===== config.mk =====
export PLATFORM = sky130hd
export DESIGN_NAME = alu_mdu
export DESIGN_NICKNAME = d
export VERILOG_FILES = /design/src/rtl/alu_mdu.sv
export SDC_FILE = /design/constraint.sdc
export NUM_CORES = 2
export LEC_CHECK = 0
export ABC_AREA = 0
export CELL_PAD_IN_SITES_DETAIL_PLACEMENT = 1
export CELL_PAD_IN_SITES_GLOBAL_PLACEMENT = 1
export CORE_MARGIN = 5
export CORE_UTILIZATION = 50
export CTS_CLUSTER_DIAMETER = 200
export DETAILED_ROUTE_END_ITERATION = 16
export PLACE_DENSITY_LB_ADDON = 0.1
export SYNTH_ARGS = -nofsm -noshare
export SYNTH_HDL_FRONTEND = slang
export SYNTH_SLANG_ARGS = --single-unit

===== constraint.sdc =====
create_clock -name clk -period 8.8 [get_ports clk]
set_clock_uncertainty 0.05 [all_clocks]
set_input_delay 1.76 -clock clk [delete_from_list [all_inputs] [get_ports clk]]
set_output_delay 1.76 -clock clk [all_outputs]
set_load 0.01 [all_outputs]

===== src/rtl/alu_mdu.sv =====
// alu_mdu: parametrised ALU with registered outputs, a valid/ready handshake
// and an optional iterative multiply/divide unit (RV32M semantics).
//
// Ports:
//   clk, rst            clock (rising edge), synchronous active-high reset
//   in_valid, in_ready  operation handshake; a, b, aluctr captured on accept
//   a, b                operands (WIDTH bits)
//   aluctr              5-bit op select, bit 4 selects the multiply/divide unit
//   out_valid, out_ready result handshake; res/zero held until taken
//   res                 registered result
//   zero                registered (a==b) of the accepted operands
//   busy                high while a MUL or DIV iteration is running
`timescale 1ns/1ps
module alu_mdu #(
  parameter int WIDTH  = 32,
  parameter bit MDU_EN = 1'b1
) (
  input  logic             clk,
  input  logic             rst,
  input  logic             in_valid,
  output logic             in_ready,
  input  logic [WIDTH-1:0] a,
  input  logic [WIDTH-1:0] b,
  input  logic [4:0]       aluctr,
  output logic             out_valid,
  input  logic             out_ready,
  output logic [WIDTH-1:0] res,
  output logic             zero,
  output logic             busy
);

  localparam int SHW = $clog2(WIDTH);
  localparam logic [SHW-1:0]   LAST = SHW'(WIDTH - 1);
  localparam logic [WIDTH-1:0] ONES = '1;
  localparam logic [WIDTH-1:0] SMIN = {1'b1, {(WIDTH-1){1'b0}}};

  typedef enum logic [1:0] {IDLE = 2'd0, MUL = 2'd1, DIV = 2'd2, DONE = 2'd3} state_t;

  state_t state, state_nxt, go_state;

  logic                 accept;
  logic                 mdu_op, mul_op, div_op, div_zero, div_ovf, div_short;
  logic                 sa_in, sb_in;
  logic [WIDTH-1:0]     quick_res;

  logic [2*WIDTH-1:0]   prod_p0;
  logic [WIDTH-1:0]     mcand_p0, quo_p0, rem_p0, dvsr_p0;
  logic [SHW-1:0]       cnt_p0;
  logic [1:0]           op_p0;
  logic                 neg_p0, negr_p0;

  logic [WIDTH:0]       mul_sum, div_trial;
  logic [2*WIDTH-1:0]   prod_nxt, prod_fix;
  logic [WIDTH-1:0]     rem_nxt, quo_nxt, mul_res, div_res;

  function automatic logic [WIDTH-1:0] base_op(input logic [3:0] op,
                                               input logic [WIDTH-1:0] x,
                                               input logic [WIDTH-1:0] y);
    logic signed [WIDTH-1:0] xs, ys;
    logic [SHW-1:0]          sh;
    xs = signed'(x);
    ys = signed'(y);
    sh = y[SHW-1:0];
    case (op)
      4'b0000: base_op = x + y;
      4'b0001: base_op = x << sh;
      4'b0010: base_op = {{(WIDTH-1){1'b0}}, (xs < ys)};
      4'b0011: base_op = {{(WIDTH-1){1'b0}}, (x < y)};
      4'b0100: base_op = x ^ y;
      4'b0101: base_op = x >> sh;
      4'b0110: base_op = x | y;
      4'b0111: base_op = x & y;
      4'b1000: base_op = x - y;
      4'b1101: base_op = xs >>> sh;
      4'b1111: base_op = y;
      default: base_op = ONES;
    endcase
  endfunction

  function automatic logic [WIDTH-1:0] mag(input logic [WIDTH-1:0] x, input logic neg);
    mag = neg ? -x : x;
  endfunction

  function automatic logic [2*WIDTH-1:0] mag2(input logic [2*WIDTH-1:0] x, input logic neg);
    mag2 = neg ? -x : x;
  endfunction

  // Stage p0 inputs: decode the offered operation
  always_comb begin
    mdu_op    = MDU_EN && aluctr[4] && !aluctr[3];
    mul_op    = mdu_op & ~aluctr[2];
    div_op    = mdu_op & aluctr[2];
    div_zero  = (b == '0);
    div_ovf   = ~aluctr[0] & (a == SMIN) & (b == ONES);
    div_short = div_op & (div_zero | div_ovf);
    if (mul_op) begin
      sa_in = a[WIDTH-1] & (aluctr[1] ^ aluctr[0]);
      sb_in = b[WIDTH-1] & ~aluctr[1] & aluctr[0];
    end else begin
      sa_in = a[WIDTH-1] & ~aluctr[0];
      sb_in = b[WIDTH-1] & ~aluctr[0];
    end
    if (!aluctr[4])
      quick_res = base_op(aluctr[3:0], a, b);
    else if (div_short)
      quick_res = div_zero ? (aluctr[1] ? a : ONES) : (aluctr[1] ? '0 : a);
    else
      quick_res = ONES;
    if (mul_op)
      go_state = MUL;
    else if (div_op && !div_short)
      go_state = DIV;
    else
      go_state = DONE;
  end

  // Stage p0 iteration: one shift-add or restoring-divide step per cycle
  always_comb begin
    mul_sum   = {1'b0, prod_p0[2*WIDTH-1:WIDTH]} + (prod_p0[0] ? {1'b0, mcand_p0} : '0);
    prod_nxt  = {mul_sum, prod_p0[WIDTH-1:1]};
    prod_fix  = mag2(prod_nxt, neg_p0);
    mul_res   = (op_p0 == 2'b00) ? prod_fix[WIDTH-1:0] : prod_fix[2*WIDTH-1:WIDTH];
    div_trial = {rem_p0, quo_p0[WIDTH-1]} - {1'b0, dvsr_p0};
    if (div_trial[WIDTH]) begin
      rem_nxt = {rem_p0[WIDTH-2:0], quo_p0[WIDTH-1]};
      quo_nxt = {quo_p0[WIDTH-2:0], 1'b0};
    end else begin
      rem_nxt = div_trial[WIDTH-1:0];
      quo_nxt = {quo_p0[WIDTH-2:0], 1'b1};
    end
    div_res = op_p0[1] ? mag(rem_nxt, negr_p0) : mag(quo_nxt, neg_p0);
  end

  always_comb begin
    state_nxt = state;
    in_ready  = 1'b0;
    out_valid = 1'b0;
    busy      = 1'b0;
    case (state)
      IDLE: in_ready = 1'b1;
      MUL, DIV: begin
        busy = 1'b1;
        if (cnt_p0 == LAST) state_nxt = DONE;
      end
      DONE: begin
        out_valid = 1'b1;
        in_ready  = out_ready;
        if (out_ready) state_nxt = IDLE;
      end
      default: state_nxt = IDLE;
    endcase
    accept = in_valid & in_ready;
    if (accept) state_nxt = go_state;
  end

  always_ff @(posedge clk) begin
    if (rst) state <= IDLE;
    else     state <= state_nxt;
  end

  // Stage p1: result register, written on quick accept or on the last step
  always_ff @(posedge clk) begin
    if (rst) begin
      res      <= '0;
      zero     <= 1'b0;
      prod_p0  <= '0;
      mcand_p0 <= '0;
      quo_p0   <= '0;
      rem_p0   <= '0;
      dvsr_p0  <= '0;
      cnt_p0   <= '0;
      op_p0    <= '0;
      neg_p0   <= 1'b0;
      negr_p0  <= 1'b0;
    end else if (accept) begin
      zero     <= (a == b);
      cnt_p0   <= '0;
      op_p0    <= aluctr[1:0];
      neg_p0   <= sa_in ^ sb_in;
      negr_p0  <= sa_in;
      mcand_p0 <= mag(a, sa_in);
      prod_p0  <= {{WIDTH{1'b0}}, mag(b, sb_in)};
      quo_p0   <= mag(a, sa_in);
      dvsr_p0  <= mag(b, sb_in);
      rem_p0   <= '0;
      if (go_state == DONE) res <= quick_res;
    end else if (state == MUL) begin
      prod_p0 <= prod_nxt;
      cnt_p0  <= cnt_p0 + SHW'(1);
      if (cnt_p0 == LAST) res <= mul_res;
    end else if (state == DIV) begin
      quo_p0 <= quo_nxt;
      rem_p0 <= rem_nxt;
      cnt_p0 <= cnt_p0 + SHW'(1);
      if (cnt_p0 == LAST) res <= div_res;
    end
  end

endmodule


==> out/metrics.cfg <==
[flow_run]
cap_violations = 0

[cells_and_area]
syn_to_final_growth_pct = 8.80
layout.nets = 4089
drive_gt1_frac = 0.0695
final_cell_mix = nor2_1 (519), a21oi_1 (303), nand2_1 (283)
final_common_cell = nor2_1

[clock_tree]
cts_max_level = 1
holdBufCountCts = 0
numClockSinks = 236
ctsResizeCount = 0
root_buffer = clkbuf_16
cts_tree = yes
cts_buffer_depth = 3
path_clk_slew_ns = 0.08
cts_setup_buffers = 0
clock_latency_ns = 0.62
cts_buffers = 30

[setup_path]
crit_fanout = 53
worst_setup_path_start_kind = flop
crit_required_ns = 9.29
critPathKind = reg -> reg
arrival_ns = 7.61
end_kind = flop

[synthesis]
synth_edf_count = 0
async_flop_share = 0
syn-cell-area_um2 = 28300
syn_nets = 4186
yosysSeqAreaShare = 0.167
netlist_instances = 3932
synth_seq_cells = 236
ys_warn_count = 0
post_synth.cell_area_avg_um2 = 7.20
yosysUniqueCellTypes = 88
ys.flop_type = dfxtp_1

[floorplan]
fp.dieH_um = 248
dieArea_um2 = 61500
io_pins = 109
row_count = 87
core_region_area_um2 = 56300
initial_core_util = 0.503
die_x_um = 248

[route]
vias_per_cell = 7.55
ant_nets = 0
avgRoutedWirePerCell_um = 35.1
num_vias = 34800
dr.pass1.iters = 6
drt_iter0_drc = 4926
drc = 0
routed_wl_um = 162000

[placement]
hpwl_um = 121000
gp_congestion = 1.15
port_buffers = 108

[grt]
grt_util_all_layers = 0.503
antenna_found_initial = 10
grt_max_degree = 92
first_global_vias = 34600
grt_pass1_wl_um = 234000
grt-ovfl-total = 0

[sta]
min_period_over_period = 0.810
finalSetupTns_ns = 0
worst_pin_slew_ns = 1.32
finalHoldViolCount = 0
final.min_clock_period_ns = 7.13
max_freq_mhz = 140
finalSetupViolCount = 0
rsz0062_at_grt = no
drv_slew = 0
relSlewSlack = 0.120

[power]
total_power_w = 0.0105
p_leak_nw = 11.4
ir_drop_v = 0.000390
power_density_nw_per_um2 = 341

[hold_path]
hp-class = reg -> reg

[run_status]
outcome = completed

-- cell usage after synthesis (19+ instances only) --
cell       number  area [µm²]
maj3_1         32         320
o21a_1         21         158
and3_1         20         125
nand3_1        69         345
or4_1          26         195
o31ai_1        61         458
nand4_1        37         231
or3_1          39         244
a21boi_0       31         233
and2_1         65         407
ha_1          177        2210
nor3_1        112         561
a21o_1         47         353
a22oi_1        24         180
xor2_1         54         473
a211oi_1      162        1220
a2111oi_0      19         166
nor4_1         44         275
a21oi_1       303        1520
o21ai_0       246        1230
mux2i_1       109        1090
o211ai_1       33         248
dfxtp_1       236        4720
a31oi_1        37         231
inv_1         162         608
o2111ai_1      38         333
nor2b_1        40         250
nor2_1        521        1960
buf_1          32         120
or2_2          24         150
o22ai_1        22         138
xnor2_1       163        1430
clkbuf_1      275        1030
nand2_1       286        1070
mux4_2         56        1260
o41ai_1        25         219
a221oi_1       30         263
-- stage by stage --
stage | std cells | instance area [µm²] | setup slack [ns] | utilization | hold WS, ns
2_1_floorplan | 3932 | 28300 | 2.71 | - | 0.382
3_3_place_gp | 4559 | 29800 | 1.50 | 0.529 | 0.391
3_5_place_dp | 4559 | 29800 | 1.51 | 0.529 | 0.404
4_1_cts | 4612 | 30800 | 1.91 | 0.547 | 0.414
5_1_grt | 4613 | 30800 | 1.54 | 0.547 | 0.428
6_report | 4616 | 30800 | 1.67 | 0.547 | 0.411
-- area by class of cell --
class	instances	area, µm²
Sequential cell	236	4730
Multi-Input combinational cell	3215	21800
Fill cell	7061	25500
Clock buffer	40	838
Clock inverter	13	171
Tap cell	756	946
Timing Repair Buffer	186	1650
Antenna cell	4	10.0
Inverter	166	623
-- where the power goes --
part / total, W / switching [W] / internal, W
registers: 0.00183 / 0.000463 / 0.00137
clock network: 0.00134 / 0.000579 / 0.000757
logic: 0.00733 / 0.00502 / 0.00231
total: 0.0105 / 0.00606 / 0.00444
-- registers in the layout (all words and copies together) (netlist names) --
| name | cells |
|---|---|
| cnt_p0 | 5 |
| dvsr_p0 | 32 |
| mcand_p0 | 32 |
| neg_p0 | 1 |
| negr_p0 | 1 |
| op_p0 | 2 |
| prod_p0 | 64 |
| quo_p0 | 32 |
| rem_p0 | 32 |
| res | 32 |
| state | 2 |
| zero | 1 |
-- critical path: stages (launching register included) --
cell      delay [ns]
dfxtp_1         0.34
inv_1           0.10
ha_1            0.20
inv_1           0.09
fa_1            0.43
a211oi_1        0.44
o211ai_1        0.27
and2_1          0.32
o211ai_1        0.29
a21oi_1         0.13
buf_4           0.19
nor2_4          0.12
buf_4           0.64
mux2i_1         0.43
ha_1            0.34
inv_1           0.11
nor4b_1         0.41
mux2i_1         0.29
or4_1           0.76
o21ai_0         0.33
xnor2_1         0.20
a211o_1         0.41
o211ai_1        0.11
-- logic make-up after synthesis --
group / synth area share
AOI/OAI and AO/OA: 0.296
adders and majority gates: 0.0924
muxes: 0.0883
DFF: 0.167
and+or+nand+nor: 0.224
buffers and inverters: 0.0644
xor gates and xnor gates: 0.0671
-- final timing paths --
kind	from	endpoint	slack, ns	depth (start not counted)
worst max-delay path	quo_p0[31]	res[20]	1.67	22
worst max register to register	quo_p0[31]	res[20]	1.67	22
worst min register to register	dvsr_p0[31]	dvsr_p0[31]	0.41	2
worst min-delay path	dvsr_p0[31]	dvsr_p0[31]	0.41	2
-- routing by layer --
layer,vias up,global-route usage,part of all wire
li1,14300,-,-
met1,16800,0.586,0.35
met2,2799,0.765,0.42
met3,909,0.155,0.12
met4,10,0.399,0.11
met5,-,0,0.00045
Note: power is estimated with default switching activity, not from simulation.
